### src/rtl/seq_alu_pkg.sv
// Shared definitions for seq_alu: opcodes, flag bit positions, the reset flag value
// and the FSM state type.
package seq_alu_pkg;

  localparam logic [7:0] OP_ADD  = 8'h01;
  localparam logic [7:0] OP_SUB  = 8'h02;
  localparam logic [7:0] OP_MUL  = 8'h03;
  localparam logic [7:0] OP_DIV  = 8'h04;
  localparam logic [7:0] OP_INC  = 8'h05;
  localparam logic [7:0] OP_DEC  = 8'h06;
  localparam logic [7:0] OP_MOD  = 8'h07;
  localparam logic [7:0] OP_SHL  = 8'h08;
  localparam logic [7:0] OP_SHR  = 8'h09;
  localparam logic [7:0] OP_AND  = 8'h0A;
  localparam logic [7:0] OP_NAND = 8'h0B;
  localparam logic [7:0] OP_NOR  = 8'h0D;
  localparam logic [7:0] OP_NOT  = 8'h0E;
  localparam logic [7:0] OP_OR   = 8'h0F;
  localparam logic [7:0] OP_XNOR = 8'h10;
  localparam logic [7:0] OP_XOR  = 8'h11;
  localparam logic [7:0] OP_ROL  = 8'h12;
  localparam logic [7:0] OP_ROR  = 8'h13;

  localparam int FLAG_ZERO   = 0;
  localparam int FLAG_CARRY  = 1;
  localparam int FLAG_SIGN   = 2;
  localparam int FLAG_PARITY = 3;
  localparam int FLAG_INT    = 4;
  localparam int FLAG_DIR    = 5;
  localparam int FLAG_OVF    = 6;

  // Flags of an all-zero result: zero and even parity set.
  localparam logic [6:0] FLAGS_RESET = 7'b0001001;

  typedef enum logic [1:0] {
    IDLE,
    MUL,
    DIV
  } state_t;

endpackage

### src/rtl/seq_alu_if.sv
// Request/response bus of seq_alu; the ALU side uses the slave modport.
interface seq_alu_if #(
  parameter int WIDTH = 8
) ();
  logic             in_valid;
  logic             in_ready;
  logic [WIDTH-1:0] operand1;
  logic [WIDTH-1:0] operand2;
  logic [7:0]       ALU_sel;
  logic             out_valid;
  logic [WIDTH-1:0] operation_result;
  logic [6:0]       Flags;

  modport master (
    output in_valid, operand1, operand2, ALU_sel,
    input  in_ready, out_valid, operation_result, Flags
  );

  modport slave (
    input  in_valid, operand1, operand2, ALU_sel,
    output in_ready, out_valid, operation_result, Flags
  );
endinterface

### src/rtl/seq_alu_divider.sv
// Iterative unsigned restoring divider, one quotient bit per cycle. quotient and
// remainder show the final values combinationally in the cycle done is high.
module seq_alu_divider #(
  parameter int WIDTH = 8
) (
  input  logic             clk,
  input  logic             rst,
  input  logic             start,
  input  logic [WIDTH-1:0] dividend,
  input  logic [WIDTH-1:0] divisor,
  output logic             done,
  output logic [WIDTH-1:0] quotient,
  output logic [WIDTH-1:0] remainder
);
  localparam int CW = $clog2(WIDTH);
  localparam logic [CW-1:0] LAST = CW'(WIDTH - 1);

  logic             busy_q;
  logic [CW-1:0]    cnt_q;
  logic [WIDTH-1:0] quo_q;
  logic [WIDTH-1:0] rem_q;
  logic [WIDTH-1:0] den_q;
  logic [WIDTH:0]   shifted;
  logic             fits;

  always_comb begin
    shifted   = {rem_q, quo_q[WIDTH-1]};
    fits      = (shifted >= {1'b0, den_q});
    quotient  = {quo_q[WIDTH-2:0], fits};
    remainder = fits ? WIDTH'(shifted - {1'b0, den_q}) : shifted[WIDTH-1:0];
    done      = busy_q && (cnt_q == LAST);
  end

  always_ff @(posedge clk) begin
    if (rst) begin
      busy_q <= 1'b0;
      cnt_q  <= '0;
      quo_q  <= '0;
      rem_q  <= '0;
      den_q  <= '0;
    end else if (start) begin
      busy_q <= 1'b1;
      cnt_q  <= '0;
      quo_q  <= dividend;
      rem_q  <= '0;
      den_q  <= divisor;
    end else if (busy_q) begin
      quo_q  <= quotient;
      rem_q  <= remainder;
      cnt_q  <= done ? '0 : cnt_q + 1'b1;
      busy_q <= !done;
    end
  end
endmodule

### src/rtl/seq_alu.sv
// Sequential ALU: single-cycle ops, WIDTH-cycle shift-add multiply and, when the
// SEQ_ALU_DIV_EN macro is defined, a WIDTH-cycle restoring divide/modulo.
module seq_alu
  import seq_alu_pkg::*;
#(
  parameter int WIDTH = 8
) (
  input  logic     clk,
  input  logic     rst,
  seq_alu_if.slave bus
);
  localparam int CW = $clog2(WIDTH);
  localparam logic [CW-1:0] LAST = CW'(WIDTH - 1);
  localparam int M = WIDTH - 1;
  localparam logic [WIDTH:0] ONE_W = {{WIDTH{1'b0}}, 1'b1};

  state_t             state_q, state_d;
  logic [CW-1:0]      cnt_q;
  logic [2*WIDTH-1:0] prod_q;
  logic [WIDTH-1:0]   mcand_q;
  logic [WIDTH-1:0]   result_q;
  logic [6:0]         flags_q;
  logic               out_valid_q;
  logic               accept;

  logic [WIDTH:0]     alu_wide;
  logic [WIDTH-1:0]   alu_res;
  logic               alu_c, alu_o, alu_d;
  logic [WIDTH:0]     mul_sum;
  logic [2*WIDTH-1:0] mul_next;
  logic               fin, c_d, o_d, d_d;
  logic [WIDTH-1:0]   res_d;
  logic [6:0]         flags_d;

`ifdef SEQ_ALU_DIV_EN
  logic [7:0]       op_q;
  logic             is_div, div_start, div_done;
  logic [WIDTH-1:0] div_quo, div_rem;

  assign is_div    = (bus.ALU_sel == OP_DIV) || (bus.ALU_sel == OP_MOD);
  assign div_start = accept && is_div && (bus.operand2 != '0);

  seq_alu_divider #(.WIDTH(WIDTH)) u_divider (
    .clk      (clk),
    .rst      (rst),
    .start    (div_start),
    .dividend (bus.operand1),
    .divisor  (bus.operand2),
    .done     (div_done),
    .quotient (div_quo),
    .remainder(div_rem)
  );
`endif

  assign bus.in_ready         = (state_q == IDLE) && !rst;
  assign bus.out_valid        = out_valid_q;
  assign bus.operation_result = result_q;
  assign bus.Flags            = flags_q;
  assign accept               = bus.in_valid && bus.in_ready;

  always_comb begin
    alu_wide = '0;
    alu_res  = '0;
    alu_c    = 1'b0;
    alu_o    = 1'b0;
    alu_d    = 1'b0;
    case (bus.ALU_sel)
      OP_ADD: begin
        alu_wide = {1'b0, bus.operand1} + {1'b0, bus.operand2};
        alu_res  = alu_wide[M:0];
        alu_c    = alu_wide[WIDTH];
        alu_o    = (bus.operand1[M] == bus.operand2[M]) && (alu_res[M] != bus.operand1[M]);
      end
      OP_SUB: begin
        alu_wide = {1'b0, bus.operand1} - {1'b0, bus.operand2};
        alu_res  = alu_wide[M:0];
        alu_c    = alu_wide[WIDTH];
        alu_o    = (bus.operand1[M] != bus.operand2[M]) && (alu_res[M] != bus.operand1[M]);
      end
      OP_INC: begin
        alu_wide = {1'b0, bus.operand1} + ONE_W;
        alu_res  = alu_wide[M:0];
        alu_c    = alu_wide[WIDTH];
        alu_o    = (bus.operand1 == {1'b0, {M{1'b1}}});
      end
      OP_DEC: begin
        alu_wide = {1'b0, bus.operand1} - ONE_W;
        alu_res  = alu_wide[M:0];
        alu_c    = alu_wide[WIDTH];
        alu_o    = (bus.operand1 == {1'b1, {M{1'b0}}});
      end
      OP_SHL: begin
        alu_res = {bus.operand1[M-1:0], 1'b0};
        alu_c   = bus.operand1[M];
        alu_o   = bus.operand1[M] ^ bus.operand1[M-1];
        alu_d   = 1'b1;
      end
      OP_SHR: begin
        alu_res = {1'b0, bus.operand1[M:1]};
        alu_c   = bus.operand1[0];
      end
      OP_ROL: begin
        alu_res = {bus.operand1[M-1:0], bus.operand1[M]};
        alu_c   = bus.operand1[M];
      end
      OP_ROR: begin
        alu_res = {bus.operand1[0], bus.operand1[M:1]};
        alu_c   = bus.operand1[0];
      end
      OP_AND:  alu_res = bus.operand1 & bus.operand2;
      OP_NAND: alu_res = ~(bus.operand1 & bus.operand2);
      OP_NOR:  alu_res = ~(bus.operand1 | bus.operand2);
      OP_NOT:  alu_res = ~bus.operand1;
      OP_OR:   alu_res = bus.operand1 | bus.operand2;
      OP_XNOR: alu_res = ~(bus.operand1 ^ bus.operand2);
      OP_XOR:  alu_res = bus.operand1 ^ bus.operand2;
      default: alu_res = '0;
    endcase
  end

  // One shift-add step: the multiplier sits in the low half and shifts out as the
  // partial product grows into the high half.
  always_comb begin
    mul_sum  = {1'b0, prod_q[2*WIDTH-1:WIDTH]} + (prod_q[0] ? {1'b0, mcand_q} : '0);
    mul_next = {mul_sum, prod_q[WIDTH-1:1]};
  end

  always_comb begin
    state_d = state_q;
    fin     = 1'b0;
    res_d   = '0;
    c_d     = 1'b0;
    o_d     = 1'b0;
    d_d     = 1'b0;
    case (state_q)
      IDLE: begin
        if (accept) begin
          if (bus.ALU_sel == OP_MUL) begin
            state_d = MUL;
`ifdef SEQ_ALU_DIV_EN
          end else if (is_div && (bus.operand2 != '0)) begin
            state_d = DIV;
          end else if (is_div) begin
            fin   = 1'b1;
            res_d = (bus.ALU_sel == OP_DIV) ? '1 : bus.operand1;
            o_d   = 1'b1;
`endif
          end else begin
            fin   = 1'b1;
            res_d = alu_res;
            c_d   = alu_c;
            o_d   = alu_o;
            d_d   = alu_d;
          end
        end
      end
      MUL: begin
        if (cnt_q == LAST) begin
          state_d = IDLE;
          fin     = 1'b1;
          res_d   = mul_next[WIDTH-1:0];
          c_d     = |mul_next[2*WIDTH-1:WIDTH];
          o_d     = |mul_next[2*WIDTH-1:WIDTH];
        end
      end
      DIV: begin
`ifdef SEQ_ALU_DIV_EN
        if (div_done) begin
          state_d = IDLE;
          fin     = 1'b1;
          res_d   = (op_q == OP_MOD) ? div_rem : div_quo;
        end
`else
        state_d = IDLE;
`endif
      end
      default: state_d = IDLE;
    endcase

    flags_d              = '0;
    flags_d[FLAG_ZERO]   = (res_d == '0);
    flags_d[FLAG_CARRY]  = c_d;
    flags_d[FLAG_SIGN]   = res_d[M];
    flags_d[FLAG_PARITY] = ~^res_d;
    flags_d[FLAG_INT]    = 1'b0;
    flags_d[FLAG_DIR]    = d_d;
    flags_d[FLAG_OVF]    = o_d;
  end

  always_ff @(posedge clk) begin
    if (rst) begin
      state_q     <= IDLE;
      cnt_q       <= '0;
      prod_q      <= '0;
      mcand_q     <= '0;
      out_valid_q <= 1'b0;
      result_q    <= '0;
      flags_q     <= FLAGS_RESET;
`ifdef SEQ_ALU_DIV_EN
      op_q        <= '0;
`endif
    end else begin
      state_q     <= state_d;
      out_valid_q <= fin;
      if (fin) begin
        result_q <= res_d;
        flags_q  <= flags_d;
      end
      if (accept) begin
        prod_q  <= {{WIDTH{1'b0}}, bus.operand2};
        mcand_q <= bus.operand1;
        cnt_q   <= '0;
`ifdef SEQ_ALU_DIV_EN
        op_q    <= bus.ALU_sel;
`endif
      end else if (state_q == MUL) begin
        prod_q <= mul_next;
        cnt_q  <= (cnt_q == LAST) ? '0 : cnt_q + 1'b1;
      end
    end
  end
endmodule
### src/flat_wrapper.sv
// flat-port wrapper written by rule: the top's interface ports become plain ports
module seq_alu_flat import seq_alu_pkg::*;
#(
  parameter int WIDTH = 8
)
  (clk, rst, bus_in_valid, bus_operand1, bus_operand2, bus_ALU_sel, bus_in_ready, bus_out_valid, bus_operation_result, bus_Flags);
  seq_alu_if #(.WIDTH(WIDTH)) bus_i ();
  input  logic clk;
  input  logic rst;
  input wire logic [$bits(bus_i.in_valid)-1:0] bus_in_valid;
  input wire logic [$bits(bus_i.operand1)-1:0] bus_operand1;
  input wire logic [$bits(bus_i.operand2)-1:0] bus_operand2;
  input wire logic [$bits(bus_i.ALU_sel)-1:0] bus_ALU_sel;
  output wire logic [$bits(bus_i.in_ready)-1:0] bus_in_ready;
  output wire logic [$bits(bus_i.out_valid)-1:0] bus_out_valid;
  output wire logic [$bits(bus_i.operation_result)-1:0] bus_operation_result;
  output wire logic [$bits(bus_i.Flags)-1:0] bus_Flags;
  assign bus_i.in_valid = bus_in_valid;
  assign bus_i.operand1 = bus_operand1;
  assign bus_i.operand2 = bus_operand2;
  assign bus_i.ALU_sel = bus_ALU_sel;
  assign bus_in_ready = bus_i.in_ready;
  assign bus_out_valid = bus_i.out_valid;
  assign bus_operation_result = bus_i.operation_result;
  assign bus_Flags = bus_i.Flags;
  seq_alu #(.WIDTH(WIDTH)) u_core (.clk(clk), .rst(rst), .bus(bus_i));
endmodule
### config.mk
export PLATFORM = sky130hd
export DESIGN_NAME = seq_alu_flat
export DESIGN_NICKNAME = d
export VERILOG_FILES = /design/src/rtl/seq_alu_pkg.sv /design/src/rtl/seq_alu_if.sv /design/src/rtl/seq_alu_divider.sv /design/src/rtl/seq_alu.sv /design/src/flat_wrapper.sv
export SDC_FILE = /design/constraint.sdc
export NUM_CORES = 1
export LEC_CHECK = 0
export ABC_AREA = 0
export BUFFER_PORTS_ARGS = -buffer_cell sky130_fd_sc_hd__clkbuf_2
export CAP_MARGIN = 5
export CORE_ASPECT_RATIO = 0.5
export CORE_UTILIZATION = 46
export DETAILED_ROUTE_END_ITERATION = 7
export PLACE_DENSITY = 0.68
export SETUP_SLACK_MARGIN = 0.02
export SLEW_MARGIN = 20
export SYNTH_ARGS = -nofsm -noshare
export SYNTH_HDL_FRONTEND = slang
export SYNTH_SLANG_ARGS = --single-unit
### constraint.sdc
create_clock -name clk -period 5.6 [get_ports clk]
set_clock_uncertainty 0.1 [all_clocks]
set_input_delay 0.84 -clock clk [delete_from_list [all_inputs] [get_ports clk]]
set_output_delay 0.84 -clock clk [all_outputs]
set_load 0.01 [all_outputs]
==> results of run 1 <==
path summary, 6_finish.rpt:
check | from | to | slack (ns) | cells past startpoint
worst max-delay path | bus_operand1[0] | u_core.bus.Flags[3] | 1.21 | 13
worst min-delay path | u_core.bus.Flags[0] | u_core.bus.Flags[0] | 0.36 | 1
worst max register to register | u_core.cnt_q[0] | u_core.bus.Flags[3] | 2.29 | 11
worst min register to register | u_core.bus.Flags[0] | u_core.bus.Flags[0] | 0.36 | 1
placed cells by master, fill, tap and decap left out, drive strengths merged, types with 10 or more instances in the layout:
master  count
nand4      11
inv        33
a21oi      45
o211ai     11
o21ai      29
xnor2      11
clkbuf     48
nand2b     16
ha         43
mux2i      14
nor3       14
nand2      50
nand3      21
nor2b      16
dfxtp      42
nor2       54
xor2       10
and2       12
power by group through the flow:
stage          Sequential, mW  Combinational [mW]  Clock [mW]
2_1_floorplan           0.322               0.156           0
3_3_place_gp            0.324               0.228           0
3_5_place_dp            0.324               0.225           0
4_1_cts                 0.317               0.227       0.331
5_1_grt                 0.319               0.253       0.340
6_report                0.317               0.235       0.326
routing by layer:
metal	GRT usage [%]	part of all wire, %	up-vias
li1	-	-	2344
met1	44.88	48	2335
met2	45.89	39	260
met3	9.322	11	36
met4	8.421	1.7	0
met5	0	0	-
flip-flops by register name, indices dropped and copies added, names as in the netlist:
name,cells
u_core.state_q,1
u_core.prod_q,16
u_core.bus.out_valid,1
u_core.cnt_q,3
u_core.bus.Flags,6
u_core.mcand_q,8
u_core.bus.operation_result,7
cells by family (layout without fill, tap and decap cells):
logic type,after synthesis,after routing,synth area share [%]
buf+inv,84,94,7.307
fa+ha+maj,46,46,12.75
mux,16,16,3.467
flops,42,42,17.92
compound gates,191,191,28.53
simple gates,234,234,26.03
xor+xnor,21,21,3.920
other cells,1,1,0.07992
critical path, cell delays in order:
cell and delay (ns):
clkbuf_2 0.23, inv_1 0.26, ha_1 0.23, nor3b_1 0.59
a21oi_1 0.15, o211ai_1 0.18, o2111ai_1 0.20, o41ai_1 0.74
ha_1 0.38, xnor2_1 0.19, xnor2_1 0.13, nor2_1 0.06
a211o_1 0.29
stage by stage:
step                setup slack (ns)  instances  power (mW)
floorplan                      1.459        635      0.4785
global placement               1.067        772      0.5516
detailed placement             1.046        772      0.5489
CTS                            1.323        780      0.8755
global route                   1.039        780      0.9113
finish                         1.210        780      0.8786
cell type report:
class | count | area [µm²] | share of cell area, %
well taps | 135 | 168.9 | 3.313
repair buffers | 51 | 277.8 | 5.448
multi-input cells | 509 | 3513 | 68.91
flip-flops and latches | 42 | 840.8 | 16.49
clock inverters | 2 | 37.54 | 0.7362
clock buffers | 6 | 128.9 | 2.528
inverters | 35 | 131.4 | 2.577
==> qor.yml, run 1 <==
status: "finished clean"
synth_ff_type: "dfxtp_1"
grt_max_degree: 40
postCtsSetupRepairBufs: 0
synth_edf_count: 0
period_share_pct: 78.40
cts_buffers: 5
antenna_found_initial: 0
syn_inst: 635
end_kind: "flip-flop"
power.ir.vdd_worst_mv: 0.1276
drc: 0
wl_mm: 16.43
drv_slew: 0
pwr-share-seq_pct: 36.1
startpoint_type: "primary input"
die_area_um2: 10630
synth.top_cell.area_share_pct: 17.92
tightestPinTransition_ns: 0.9935
critical_path_required_ns: 5.67
synth_cell_types: 74
cts_hold_buf: 0
netlist_area_um2: 4692
ys_ff_latch: 42
cts_tree: "built"
maxCapViolCount: 0
antenna_cells: 0
place.gp.congestion: 1.036
arrival_ns: 4.46
ctsResizeCount: 0
p_leak_nw: 2.078
min_path_type: "flip-flop to flip-flop"
switchingPower_mw: 0.2789
critPathMaxFanout: 12
numPortBuffers: 42
synth_top_cell_by_area: "dfxtp_1"
hpwl_mm: 12.62
synth_area_leaders: "dfxtp_1, ha_1, a21oi_1, nor2_1, nand2_1"
rsz0062_at_grt: "no"
wl_per_cell_um: 21.07
clk_pin_slew_ns: 0.06
grt.total_usage_pct: 31.58
dr.pass1.iters: 5
coreArea_um2: 9666
syn_avg_cell_area_um2: 7.389
swShare_pct: 31.74
relSlewSlack_pct: 33.26
io_pins: 44
ant_nets: 0
layout-drive-gt1-share_pct: 11.78
root_buffer: "clkbuf_16"
start_util_pct: 48.54
clock_sinks: 42
viasPerCell: 6.378
critPathKind: "primary input to flip-flop"
netlist_top_cells_count: "nor2_1, nand2_1, a21oi_1, ha_1, dfxtp_1"
syn-num-nets: 708
area_growth_pct: 8.667
htreeDepth: 2
async_flop_share_pct: 0
final_util_pct: 52.75
powerDensity_nw_per_um2: 172.3
die_height_um: 73.42
drt_iter0_drc: 521
row_count: 25
grt_pass1_vias: 4414
p_clk_share_pct: 37.1
fmax_ghz: 0.2278
dieWidth_um: 144.8
yosysMostFrequentCell: "nor2_1"
clkLatencyLatePin_ns: 0.28
grt_overflow: 0
holdWs_ns: 0.3643
tns_ns: 0
final_area_um2: 5099
num-nets-final: 717
seq_area_frac_synth_pct: 17.92
clockBufferDepth: 2
finalHoldViolations: 0
setup_viol: 0
p_int_mw: 0.5998
grt_pass1_wl_mm: 24.79
fin_crit_ns: 4.390
place_area_um2: 4932
comb_power_share_pct: 26.7
ys_warn_count: 0
fillers: 975
vias: 4975
Note: power is estimated with default switching activity, not from simulation.
==> inputs of run 2 (changes only) <==
--- a/config.mk
+++ b/config.mk
@@ -11,7 +11,7 @@
 export CORE_ASPECT_RATIO = 0.5
 export CORE_UTILIZATION = 46
 export DETAILED_ROUTE_END_ITERATION = 7
-export PLACE_DENSITY = 0.68
+export PLACE_DENSITY = 0.71
 export SETUP_SLACK_MARGIN = 0.02
 export SLEW_MARGIN = 20
 export SYNTH_ARGS = -nofsm -noshare
==> constraint.sdc (replaced) <==
create_clock -name clk -period 4 [get_ports clk]
set_clock_uncertainty 0.1 [all_clocks]
set_input_delay 0.6 -clock clk [delete_from_list [all_inputs] [get_ports clk]]
set_output_delay 0.6 -clock clk [all_outputs]
set_load 0.01 [all_outputs]
==> run 2 against run 1 <==
  * Register-to-register slack got worse by 1.4 ns
  * Worst hold slack improved by 0.0058 ns
  * Design area rose by 5.0%
  * Die area did not move
  * Utilization rose by 2.6 points
  * Global-route usage fell by 1.0 points
  * Non-clock buffer count rose by 36
  * Combinational power rose by 49%
  * Flip-flop and latch count did not move
  * Sequential power rose by 40%
  * Sequential share of layout area fell by 0.78 points
  * Via count rose by 2.2%
  * Highest routed layer unchanged
==> qor.yml, run 2 (synthesis gave the netlist of run 1 again) <==
tightestPinTransition_ns: 0.5261  # -0.4673 ns
relSlewSlack_pct: 64.60  # +31 points
htreeDepth: 2  # unchanged
rsz0062_at_grt: "no"
p_total_mw: 1.183  # +35%
ff_latch_area_um2: 840.8  # unchanged
cts_hold_buf: 0  # unchanged
grt_max_degree: 35  # -13%
largest-register: "u_core.prod_q"
vias: 5085  # +2.2%
antenna_found_initial: 0  # unchanged
wl_per_cell_um: 19.50  # -7.4%
area_growth_pct: 14.05
final_common_cell: "nor2_1"
status: "finished clean"
dr.pass1.iters: 5  # unchanged
min_path_type: "flip-flop to flip-flop"
coreArea_um2: 9666  # unchanged
drv_slew: 0  # unchanged
drt_iter0_drc: 541  # +3.8%
r2r_end: "u_core.bus.Flags[3]"
critical_path_required_ns: 4.08  # -1.59 ns
io_pins: 44  # unchanged
arrival_ns: 3.78  # -0.68 ns
die_area_um2: 10630  # unchanged
start_util_pct: 48.54  # unchanged
viasPerCell: 6.239  # -2.2%
drc: 0  # unchanged
antenna_cells: 0  # unchanged
p_leak_nw: 2.242  # +7.9%
startpoint_type: "primary input"
final_cell_mix: "nor2_1, nand2_1, a21oi_1, buf_4, ha_1"
die_height_um: 73.42  # unchanged
root_buffer: "clkbuf_16"
clk_pin_slew_ns: 0.06  # about the same
whs_path_depth: 2  # +1
grt_overflow: 0  # unchanged
hp-start: "u_core.bus.operation_result[3]"
maxCapViolCount: 0  # unchanged
clock_sinks: 42  # unchanged
largest_reg_flops: 16  # unchanged
grt_pass1_vias: 4610  # +4.4%
layout-drive-gt1-share_pct: 16.32  # +4.5 points
ctsResizeCount: 0  # unchanged
setup_viol: 0  # unchanged
grt_pass1_wl_mm: 24.59  # -0.81%
critPathKind: "primary input to flip-flop"
period_share_pct: 92.46
r2r_start: "u_core.cnt_q[0]"
powerDensity_nw_per_um2: 221.0  # +28%
ant_nets: 0  # unchanged
multiInputGateArea_um2: 3513  # unchanged
cts_buffers: 5  # unchanged
fillers: 905  # -7.2%
end_kind: "flip-flop"
clockBufferDepth: 2  # unchanged
cts_tree: "built"
postCtsSetupRepairBufs: 0  # unchanged
fin_crit_ns: 3.698
min_to: "u_core.bus.operation_result[3]"
finalHoldViolations: 0  # unchanged
clkLatencyLatePin_ns: 0.29  # about the same
num-nets-final: 753  # +5.0%
grt.total_usage_pct: 30.57  # -1.0 points
r2r_slack_ns: 0.86  # -1.43 ns
numPortBuffers: 42  # unchanged
power.ir.vdd_worst_mv: 0.1385  # +8.5%
fmax_ghz: 0.2704
critPathMaxFanout: 7  # -5
place.gp.congestion: 1.033  # -0.35%
wl_mm: 15.90  # -3.3%
hpwl_mm: 12.12  # -3.9%
tns_ns: 0  # unchanged
row_count: 25  # unchanged
reg2reg_depth: 13  # +2
dieWidth_um: 144.8  # unchanged
==> run 2: through the flow <==
stage	util [%]	std cells	cell area, µm²	hold slack, ns	worst slack [ns]
global route	55.37	815	5351	0.3767	0.06866
floorplan	-	635	4692	0.3446	0.09894
finish	55.37	815	5351	0.3701	0.3017
global placement	53.95	808	5215	0.3464	0.09332
detailed placement	53.95	808	5215	0.3532	0.09598
CTS	55.37	815	5351	0.3634	0.3750
==> run 2: worst max-delay path: stages <==
cell and delay (ns):
clkbuf_2 0.13, inv_1 0.07, ha_1 0.40, nor2_1 0.11, a211o_1 0.34, o32ai_1 0.46
mux2i_1 0.14, o31ai_1 0.35, a21boi_0 0.25, ha_1 0.27, xnor2_1 0.20, xnor2_1 0.13
nor2_1 0.06, a211o_1 0.26
==> run 2: how the worst max path moves through the flow <==
| stage | start | slack [ns] | end | cells past startpoint |
|---|---|---|---|---|
| finish | bus_operand2[4] | 0.30 | u_core.bus.Flags[3] | 14 |
| global route | bus_operand2[4] | 0.07 | u_core.bus.Flags[3] | 14 |
| CTS | bus_operand2[4] | 0.37 | u_core.bus.Flags[3] | 14 |
| detailed placement | bus_ALU_sel[5] | 0.1 | u_core.bus.Flags[3] | 14 |
| global placement | bus_operand2[0] | 0.09 | u_core.bus.Flags[3] | 14 |
| floorplan | bus_operand1[4] | 0.1 | u_core.bus.Flags[3] | 15 |
==> run 2: layout make-up <==
cell class,instances,area share [%]
Sequential cell,42,15.71
Clock buffer,6,2.408
Clock inverter,1,0.1403
Tap cell,135,3.156
Timing Repair Buffer,87,10.47
Multi-Input combinational cell,509,65.65
Inverter,35,2.455
==> run 2: routing by layer <==
layer | vias up | wire length (µm) | global-route usage, %
met1 | 2383 | 7386 | 42.55
met2 | 257 | 6578 | 47.17
met5 | - | 0 | 0
li1 | 2409 | - | -
met4 | 0 | 389 | 8.070
met3 | 36 | 1541 | 7.171
==> run 2: power breakdown <==
group	leakage [nW]	switching, mW	internal, mW
Clock	0.0629	0.162	0.228
Sequential	0.342	0.0103	0.433
Combinational	1.84	0.217	0.133
==> inputs of run 3 (changes only) <==
--- a/config.mk
+++ b/config.mk
@@ -10,6 +10,7 @@
 export CAP_MARGIN = 5
 export CORE_ASPECT_RATIO = 0.5
 export CORE_UTILIZATION = 46
+export CTS_BUF_LIST = sky130_fd_sc_hd__clkbuf_8
 export DETAILED_ROUTE_END_ITERATION = 7
 export PLACE_DENSITY = 0.71
 export SETUP_SLACK_MARGIN = 0.02
==> run 3 against run 2 <==
  * Combinational power barely moved
  * Via count grew 0.75%
  * Die area did not move
==> qor.yml, run 3 (synthesis gave the netlist of run 1 again) <==
hp-start: "u_core.bus.operation_result[3]"
status: "finished clean"
dieWidth_um: 144.8  # unchanged
ant_nets: 0  # unchanged
largest-register: "u_core.prod_q"
layout-drive-gt1-share_pct: 16.32  # unchanged
tightestPinTransition_ns: 0.5489  # +0.02281 ns
crit_slowest_cell: "o32ai_1"
swShare_pct: 35.60  # +2.8 points
num-nets-final: 753  # unchanged
clockBufferDepth: 2  # unchanged
min_to: "u_core.bus.operation_result[3]"
tns_ns: 0  # unchanged
power.ir.vdd_worst_mv: 0.1107  # -20%
coreArea_um2: 9666  # unchanged
grt_pass1_wl_mm: 24.40  # -0.78%
final_cell_mix: "nor2_1, nand2_1, a21oi_1, buf_4, ha_1"
p_int_mw: 0.6831  # -14%
grt_max_degree: 35  # unchanged
wl_met3_mm: 1.695  # +10%
drc: 0  # unchanged
wl_per_cell_um: 19.30  # -1.0%
comb_power_share_pct: 33.0  # +3.4 points
place_ws_ns: 0.09598  # unchanged
fin_crit_ns: 3.687  # -0.01179 ns
critPathKind: "primary input to flip-flop"
area_growth_pct: 12.85
fin_ws_ns: 0.3134  # +0.01179 ns
holdWs_ns: 0.3701  # +0.00006900 ns
viasPerCell: 6.286  # +0.75%
end_kind: "flip-flop"
critical_path_buf_inv_count: 2  # unchanged
period_share_pct: 92.16  # -0.29 points
cpLargestDelayFamily: "compound AO/OA/AOI/OAI gates"
clkLatencyLatePin_ns: 0.30  # about the same
critical_path.cell_chain: "clkbuf_2, inv_1, ha_1, nor2_1, a211o_1, o32ai_1, mux2i_1, o31ai_1, a21boi_0, ha_1, xnor2_1, xnor2_1, nor2_1, a211o_1"
htreeDepth: 2  # unchanged
stdcell_count: 815  # unchanged
met2_length_mm: 6.375  # -3.1%
cts_tree: "built"
finalHoldViolations: 0  # unchanged
dr.pass1.iters: 5  # unchanged
r2r_end: "u_core.bus.Flags[3]"
antenna_found_initial: 0  # unchanged
whs_path_depth: 2  # unchanged
fmax_ghz: 0.2713  # +0.32%
powerDensity_nw_per_um2: 200.3  # -9.4%
row_count: 25  # unchanged
p_clk_share_pct: 25.3  # -7.6 points
hpwl_mm: 12.12  # unchanged
p_total_mw: 1.061  # -10%
setup_viol: 0  # unchanged
cpPeakStageDelay_ns: 0.47  # about the same
clk_pin_slew_ns: 0.08  # +0.02 ns
start_util_pct: 48.54  # unchanged
clock_sinks: 42  # unchanged
final_common_cell: "nor2_1"
postCtsSetupRepairBufs: 0  # unchanged
drt_iter0_drc: 546  # +0.92%
place_inst: 808  # unchanged
drv_slew: 0  # unchanged
place.gp.congestion: 1.033  # unchanged
numPortBuffers: 42  # unchanged
largest_reg_flops: 16  # unchanged
r2r_slack_ns: 0.86  # about the same
critPathMaxFanout: 7  # unchanged
grt_overflow: 0  # unchanged
critical_path_required_ns: 4.10  # +0.02 ns
switchingPower_mw: 0.3776  # -2.8%
rsz0062_at_grt: "no"
vias: 5123  # +0.75%
cts_hold_buf: 0  # unchanged
min_path_type: "flip-flop to flip-flop"
fillers: 917  # +1.3%
wl_mm: 15.73  # -1.0%
routed.top_layer: "met4"
grt.total_usage_pct: 30.27  # -0.30 points
antenna_cells: 0  # unchanged
io_pins: 44  # unchanged
startpoint_type: "primary input"
arrival_ns: 3.79  # about the same
r2r_start: "u_core.cnt_q[0]"
grt_pass1_vias: 4598  # -0.26%
die_area_um2: 10630  # unchanged
p_leak_nw: 2.220  # -0.96%
wl_met1_mm: 7.220  # -2.2%
maxCapViolCount: 0  # unchanged
cts_buffers: 5  # unchanged
root_buffer: "clkbuf_8"
die_height_um: 73.42  # unchanged
relSlewSlack_pct: 63.07  # -1.5 points
reg2reg_depth: 13  # unchanged
ctsResizeCount: 0  # unchanged
pwr-share-seq_pct: 41.7  # +4.2 points
[run 3: cell types whose count changed in the layout (fill, tap and decap cells not counted)]
cell / before / now
clkbuf_16: 5 / 0
inv_1: 33 / 34
clkbuf_8: 0 / 5
clkbuf_1: 1 / 0
[run 3: power by group through the flow]
| stage | Combinational (mW) | Sequential (mW) | Clock [mW] |
|---|---|---|---|
| 2_1_floorplan | 0.219 | 0.451 | 0 |
| 3_3_place_gp | 0.338 | 0.452 | 0 |
| 3_5_place_dp | 0.338 | 0.452 | 0 |
| 4_1_cts | 0.339 | 0.442 | 0.270 |
| 5_1_grt | 0.376 | 0.444 | 0.285 |
| 6_report | 0.350 | 0.442 | 0.269 |
[run 3: area by class of cell]
cell class	count	area (µm²)	area share, %
inverters	35	131.4	2.481
well taps	135	168.9	3.190
clock inverters	2	11.26	0.2127
clock buffers	5	68.82	1.300
repair buffers	87	560.5	10.59
multi-input cells	509	3513	66.35
flip-flops and latches	42	840.8	15.88
[run 3: worst max path at each step]
stage | cells past startpoint | endpoint | startpoint
floorplan | 15 | u_core.bus.Flags[3] | bus_operand1[4]
global placement | 14 | u_core.bus.Flags[3] | bus_operand2[0]
detailed placement | 14 | u_core.bus.Flags[3] | bus_ALU_sel[5]
CTS | 14 | u_core.bus.Flags[3] | bus_operand2[4]
global route | 14 | u_core.bus.Flags[3] | bus_operand2[4]
finish | 14 | u_core.bus.Flags[3] | bus_operand2[4]
[run 3: metrics by stage]
step / area, µm² / util, %
final: 5295 / 54.78
after global routing: 5295 / 54.78
after CTS: 5295 / 54.78
after detailed placement: 5215 / 53.95
after global placement: 5215 / 53.95
after floorplan: 4692 / -
[run 3: tightest hold or removal path: stages, from the launching register on]
cell     delay [ns]
dfxtp_1        0.32
nand2_1        0.05
a21oi_1        0.05
[run 3: metal layers]
metal  up-vias  GRT usage, %
li1       2413             -
met1      2380         42.73
met2       289         45.83
met3        41         6.389
met4         0         9.474
met5         -             0
